`src/rtl/inst_fetch_queue_if.sv`:
```
// Fetch-stage bus bundle: imem request/response channel plus the decode-facing presentation port.
// Handshakes: imem accepts every cycle imem_req_o is high; decode consumes {if_pc_o, if_inst_o} on a
// cycle with if_valid_o=1 and id_stall_i=0, and the head holds stable while id_stall_i=1.
interface inst_fetch_queue_if;
    logic        imem_req_o;
    logic [31:0] imem_addr_o;
    logic        imem_rvalid_i;
    logic [31:0] imem_rdata_i;
    logic        redirect_i;
    logic [31:0] redirect_pc_i;
    logic        id_stall_i;
    logic        if_valid_o;
    logic [31:0] if_pc_o;
    logic [31:0] if_inst_o;

    modport master (
        output imem_req_o, imem_addr_o, if_valid_o, if_pc_o, if_inst_o,
        input  imem_rvalid_i, imem_rdata_i, redirect_i, redirect_pc_i, id_stall_i
    );

    modport slave (
        input  imem_req_o, imem_addr_o, if_valid_o, if_pc_o, if_inst_o,
        output imem_rvalid_i, imem_rdata_i, redirect_i, redirect_pc_i, id_stall_i
    );
endinterface

```
`src/rtl/inst_fetch_queue.sv`:
```
// Instruction fetch queue: owns the PC, issues imem reads, buffers in-order responses for decode.
// Optional macro FETCH_BYPASS_EN presents a response straight to decode when the queue is empty.
module inst_fetch_queue #(
    parameter int          DEPTH    = 4,
    parameter logic [31:0] RESET_PC = 32'h0000_0000
) (
    input  logic               clk_i,
    input  logic               rst_i,
    inst_fetch_queue_if.master bus
);
    localparam int          PW  = $clog2(DEPTH);
    localparam int          CW  = PW + 1;
    localparam int          CW1 = CW + 1;
    localparam logic [31:0] NOP = 32'h0000_0013;

    logic [31:0]   pc_q;
    logic [31:0]   resp_pc_q;
    logic [CW-1:0] count_q;
    logic [CW-1:0] outst_q;
    logic [CW-1:0] drop_q;
    logic [PW-1:0] wr_ptr_q;
    logic [PW-1:0] rd_ptr_q;
    logic [31:0]   mem_pc   [DEPTH];
    logic [31:0]   mem_inst [DEPTH];

    logic [CW1-1:0] inflight;
    logic           issue;
    logic           rsp_fire;
    logic           rsp_keep;
    logic           head_valid;
    logic           byp_hit;
    logic           byp_consume;
    logic           pop_fifo;
    logic           push;
    logic           out_valid;
    logic [31:0]    out_pc;
    logic [31:0]    out_inst;

    always_comb begin
        inflight   = {1'b0, count_q} + {1'b0, outst_q};
        issue      = !rst_i && !bus.redirect_i && (inflight < CW1'(DEPTH));
        // A response with nothing outstanding is stray (e.g. left over from before reset).
        rsp_fire   = bus.imem_rvalid_i && (outst_q != '0);
        rsp_keep   = rsp_fire && (drop_q == '0) && !bus.redirect_i;
        head_valid = (count_q != '0);
`ifdef FETCH_BYPASS_EN
        byp_hit    = !head_valid && rsp_keep;
`else
        byp_hit    = 1'b0;
`endif
        byp_consume = byp_hit && !bus.id_stall_i;
        pop_fifo    = head_valid && !bus.id_stall_i && !bus.redirect_i;
        push        = rsp_keep && !byp_consume;

        out_valid = head_valid || byp_hit;
        out_pc    = 32'h0;
        out_inst  = NOP;
        if (head_valid) begin
            out_pc   = mem_pc[rd_ptr_q];
            out_inst = mem_inst[rd_ptr_q];
        end else if (byp_hit) begin
            out_pc   = resp_pc_q;
            out_inst = bus.imem_rdata_i;
        end
    end

    assign bus.imem_req_o  = issue;
    assign bus.imem_addr_o = pc_q;
    assign bus.if_valid_o  = out_valid;
    assign bus.if_pc_o     = out_pc;
    assign bus.if_inst_o   = out_inst;

    // Requests are sequential between redirects, so the next kept response's PC is a running counter.
    always_ff @(posedge clk_i or posedge rst_i) begin
        if (rst_i) begin
            pc_q      <= RESET_PC;
            resp_pc_q <= RESET_PC;
            count_q   <= '0;
            outst_q   <= '0;
            drop_q    <= '0;
            wr_ptr_q  <= '0;
            rd_ptr_q  <= '0;
        end else if (bus.redirect_i) begin
            pc_q      <= {bus.redirect_pc_i[31:2], 2'b00};
            resp_pc_q <= {bus.redirect_pc_i[31:2], 2'b00};
            count_q   <= '0;
            wr_ptr_q  <= '0;
            rd_ptr_q  <= '0;
            outst_q   <= outst_q - CW'(rsp_fire);
            drop_q    <= outst_q - CW'(rsp_fire);
        end else begin
            if (issue) begin
                pc_q <= pc_q + 32'd4;
            end
            outst_q <= outst_q + CW'(issue) - CW'(rsp_fire);
            if (rsp_fire && (drop_q != '0)) begin
                drop_q <= drop_q - 1'b1;
            end
            if (rsp_keep) begin
                resp_pc_q <= resp_pc_q + 32'd4;
            end
            if (push) begin
                wr_ptr_q <= wr_ptr_q + 1'b1;
            end
            if (pop_fifo) begin
                rd_ptr_q <= rd_ptr_q + 1'b1;
            end
            count_q <= count_q + CW'(push) - CW'(pop_fifo);
        end
    end

    always_ff @(posedge clk_i) begin
        if (push) begin
            mem_pc[wr_ptr_q]   <= resp_pc_q;
            mem_inst[wr_ptr_q] <= bus.imem_rdata_i;
        end
    end
endmodule

```
`src/flat_wrapper.sv`:
```
// flat-port wrapper written by rule: the top's interface ports become plain ports
module inst_fetch_queue_flat 
#(
    parameter int          DEPTH    = 4,
    parameter logic [31:0] RESET_PC = 32'h0000_0000
)
  (clk_i, rst_i, bus_imem_req_o, bus_imem_addr_o, bus_if_valid_o, bus_if_pc_o, bus_if_inst_o, bus_imem_rvalid_i, bus_imem_rdata_i, bus_redirect_i, bus_redirect_pc_i, bus_id_stall_i);
  inst_fetch_queue_if bus_i ();
  input  logic clk_i;
  input  logic rst_i;
  output wire logic [$bits(bus_i.imem_req_o)-1:0] bus_imem_req_o;
  output wire logic [$bits(bus_i.imem_addr_o)-1:0] bus_imem_addr_o;
  output wire logic [$bits(bus_i.if_valid_o)-1:0] bus_if_valid_o;
  output wire logic [$bits(bus_i.if_pc_o)-1:0] bus_if_pc_o;
  output wire logic [$bits(bus_i.if_inst_o)-1:0] bus_if_inst_o;
  input wire logic [$bits(bus_i.imem_rvalid_i)-1:0] bus_imem_rvalid_i;
  input wire logic [$bits(bus_i.imem_rdata_i)-1:0] bus_imem_rdata_i;
  input wire logic [$bits(bus_i.redirect_i)-1:0] bus_redirect_i;
  input wire logic [$bits(bus_i.redirect_pc_i)-1:0] bus_redirect_pc_i;
  input wire logic [$bits(bus_i.id_stall_i)-1:0] bus_id_stall_i;
  assign bus_imem_req_o = bus_i.imem_req_o;
  assign bus_imem_addr_o = bus_i.imem_addr_o;
  assign bus_if_valid_o = bus_i.if_valid_o;
  assign bus_if_pc_o = bus_i.if_pc_o;
  assign bus_if_inst_o = bus_i.if_inst_o;
  assign bus_i.imem_rvalid_i = bus_imem_rvalid_i;
  assign bus_i.imem_rdata_i = bus_imem_rdata_i;
  assign bus_i.redirect_i = bus_redirect_i;
  assign bus_i.redirect_pc_i = bus_redirect_pc_i;
  assign bus_i.id_stall_i = bus_id_stall_i;
  inst_fetch_queue #(.DEPTH(DEPTH), .RESET_PC(RESET_PC)) u_core (.clk_i(clk_i), .rst_i(rst_i), .bus(bus_i));
endmodule
```
`config.mk`:
```
export PLATFORM = sky130hd
export DESIGN_NAME = inst_fetch_queue_flat
export DESIGN_NICKNAME = d
export VERILOG_FILES = /design/src/rtl/inst_fetch_queue_if.sv /design/src/rtl/inst_fetch_queue.sv /design/src/flat_wrapper.sv
export SDC_FILE = /design/constraint.sdc
export NUM_CORES = 1
export LEC_CHECK = 0
export ABC_AREA = 0
export CORE_AREA = 2 2 168 170
export CTS_CLUSTER_DIAMETER = 30
export DETAILED_ROUTE_END_ITERATION = 10
export DIE_AREA = 0 0 170 172
export PLACE_DENSITY = 0.75
export SLEW_MARGIN = 20
export SYNTH_ARGS = -nofsm -noshare
export SYNTH_HDL_FRONTEND = slang
export SYNTH_SLANG_ARGS = --single-unit
```
`constraint.sdc`:
```
create_clock -name clk_i -period 3.4 [get_ports clk_i]
set_input_delay 0.68 -clock clk_i [delete_from_list [all_inputs] [get_ports clk_i]]
set_output_delay 0.68 -clock clk_i [all_outputs]
set_load 0.03 [all_outputs]
```
==> results.md <==
- CP Cell Sequence: buf_4 > buf_4 > mux4_2 > nor2b_1 > clkdlybuf4s50_1
- Initial antenna violation count: 0
- Asr flop ratio synth: 0.2274
- WS Path Type: flip-flop to primary output
- Sink Count: 321
- ANT cells: 0
- Pin count of the biggest net entering global routing: 70
- Worst-path clk slew: 50 ps
- DIE AREA: around 29,000 um^2
- Initial DRC Count: approximately 700
- Max-Cap Viols: 0
- Die Width: around 170 um
- Die H: approximately 170 um
- Logic depth of the worst path, buffers included: 5
- DRT Pass-1 Iters: 4
- Final Hold Viols: 0
- Multi-input gate area: just over 4000 um^2
- Worst reg2reg path endpoint: u_core.outst_q[2]
- Largest delay share family, worst path: buffers and inverters
- Yosys cell types: 40
- Detailed Route WL: 28.23 mm
- H-Tree Depth: 2
- Clock buffer depth: 3
- Placed instance area: 15,850 um^2
- Slew Viols, Final: 0
- DR DRC count: 0
- Launch point of the worst path: u_core.rd_ptr_q[0]
- Most frequent cells in the layout: edfxtp_1 (248), clkdlybuf4s50_1 (153), dfrtp_1 (71)
- Final Setup Violations: 0
- Slowest stage delay, CP: 600 ps
- Final worst-path cycle share: 0.9690
- IO Pins: 167
- Slew @ Worst Pin: 824.9 ps
- Reg-to-Reg Start: u_core.outst_q[2]
- First-pass GRT wire length: 43.95 mm
- Yosys warns: 0
- GPL Wtd Cong: 0.9008
- Top FF cell, synth: edfxtp_1
- Average wire per standard cell: ~20 um
- Hold Buf Count CTS: 0
- EDFF count, synth: 248
- Final-layout fill cell count: 1,905
- Final instance area: 18,030 um^2
- Seq. cell area: 9279 um^2
- Leak: around 6.3 nW
- Post-Syn Instances: 813
- I/O Buffers: 160
- Row count: 61
- Synthesis-stage register bit count: 321
- GRT Util Overall: 0.1964
- Dpl ws: 149.4 ps
- Starting Density: 0.4949
- Via-per-instance ratio: 5.472
- Post-detailed-route count of antenna-violating nets: 0
- Endpoint type of the worst setup path: primary output
- Min Tclk post-route: about 3300 ps
- Layout cells sized above 1: 0.2414
- Status: completed
- Avg Inst Size Synth: ~17 um^2
- Clock skew: 29.42 ps
- Vias: 7,808
- Syn Std Cell Area: 13,600 um^2
- Area Growth Syn to Fin: 32.55%
- Worst Path Max Fanout: 7
- Slack of the critical path: 105.6 ps
- Grt total ovfl: 0
- RSZ-0062 raised after global routing: false
- Core Area: roughly 27,000 um^2
- Reg-to-reg slack, setup: 470 ps
- Sequential-to-total area share from yosys stat: 0.6819
- CP required: approximately 2700 ps
- Hold Crit Class: flip-flop to flip-flop
- Number of cells on the worst reg-to-reg path: 11
- Post-route setup TNS: 0 ps
- Most common cell after layout, fill and taps aside: edfxtp_1
- Vias in the first global route: 7,983
- CP most frequent cell: buf_4
- Skew-Pair Late Insertion Delay: 570 ps
- Fin nets: around 1,100
- Max VDD drop: ~0.56 mV
- Num CTS Buffers: 60
- Slew HR: 0.4480
- Worst Setup EP: bus_if_pc_o[6]
- Buf/Inv on CP: 3
- CP Launch Type: flip-flop
- Pwr dens: 831.1 nW/um^2
- Root buf cell: clkbuf_16
- F_max: 303.5 MHz
- Post-detail-place hpwl: approximately 17 mm
- CP max-delay cell: clkdlybuf4s50_1
- CTS tree: done
- Worst Path Arrival: 2610 ps
## Yosys cell counts (all sizes together) (10+ instances only)
master,number,area [um^2]
a21oi,14,70.07
and3,10,62.56
buf,13,75.07
clkbuf,28,105.1
dfrtp,73,1827
edfxtp,248,7447
ha,16,200.2
inv,22,82.58
mux2,37,416.7
mux4,62,1396
nand2,23,86.33
nand3,22,115.1
nand4,25,156.4
nor2,25,93.84
nor2b,60,375.4
xnor2,40,350.3
xor2,23,201.4
## stage by stage
step	cells	power (mW)	utilization	hold WS (ps)
after floorplan	816	7.380	-	491.4
after global placement	1310	8.956	0.5769	527.3
after detailed placement	1310	9.017	0.5769	532.8
after CTS	1427	15.15	0.6557	562.1
after global routing	1427	15.61	0.6561	593.1
final	1427	14.98	0.6561	551.5
## cell families (layout without fill, tap and decap cells)
kind of cell / Yosys count / after routing / synth area share
flip-flops: 321 / 321 / 0.6819
AND/OR/NAND/NOR: 209 / 209 / 0.08970
multiplexers: 101 / 101 / 0.1348
XOR/XNOR: 63 / 63 / 0.04057
buffers and inverters: 63 / 328 / 0.01932
AO/OA/AOI/OAI: 37 / 37 / 0.01573
adder cells (fa/ha/maj): 18 / 18 / 0.01766
other: 1 / 4 / 0.0002757
## routing by layer
| layer | global-route usage | vias to the layer above | routed length [um] |
|---|---|---|---|
| li1 | - | 3559 | - |
| met4 | 0.04608 | 0 | 337 |
| met1 | 0.2629 | 3935 | 12270 |
| met5 | 0 | - | 0 |
| met2 | 0.3292 | 282 | 13680 |
| met3 | 0.04761 | 32 | 1934 |
## where the power goes
group	switching [mW]	total, mW	internal (mW)
Sequential	0.263	4.77	4.51
Combinational	2.27	4.13	1.86
Clock	2.12	6.08	3.96
Total	4.66	15.0	10.3
## sequential cells by signal, summed over array words and instances (netlist names)
| register | flops |
|---|---|
| u_core.mem_inst | 128 |
| u_core.mem_pc | 120 |
| u_core.bus.imem_addr_o | 30 |
| u_core.resp_pc_q | 30 |
| u_core.count_q | 3 |
| u_core.drop_q | 3 |
| u_core.outst_q | 3 |
| u_core.rd_ptr_q | 2 |
| u_core.wr_ptr_q | 2 |
## worst min-delay path by stage
stage	startpoint	to	slack, ps	cells past startpoint
4_1_cts	u_core.bus.imem_addr_o[9]	u_core.bus.imem_addr_o[9]	560	2
6_report	u_core.drop_q[1]	u_core.drop_q[1]	550	2
3_3_place_gp	u_core.drop_q[1]	u_core.drop_q[1]	530	2
2_1_floorplan	u_core.resp_pc_q[31]	u_core.mem_pc[0][31]	490	0
3_5_place_dp	u_core.drop_q[1]	u_core.drop_q[1]	530	2
5_1_grt	u_core.resp_pc_q[25]	u_core.mem_pc[3][25]	590	0
## worst min-delay path, cell delays in order, from the launching register on
cell and delay, ps:
dfrtp_1 340, o211ai_1 90, o21ai_0 80
## area by class of cell
type,count,share of cell area
well taps,346,0.02402
multi-input cells,432,0.2268
repair buffers,192,0.1108
inverters,22,0.004581
flip-flops and latches,321,0.5148
clock inverters,51,0.03221
clock buffers,63,0.08683
## repair_timing
item,in CTS,in global routing
cloned,0,0
setup endpoints to repair,34,4
pin swaps,0,0
gates resized for setup,2,4
setup buffers,3,0
(Power assumes the default switching activity.)
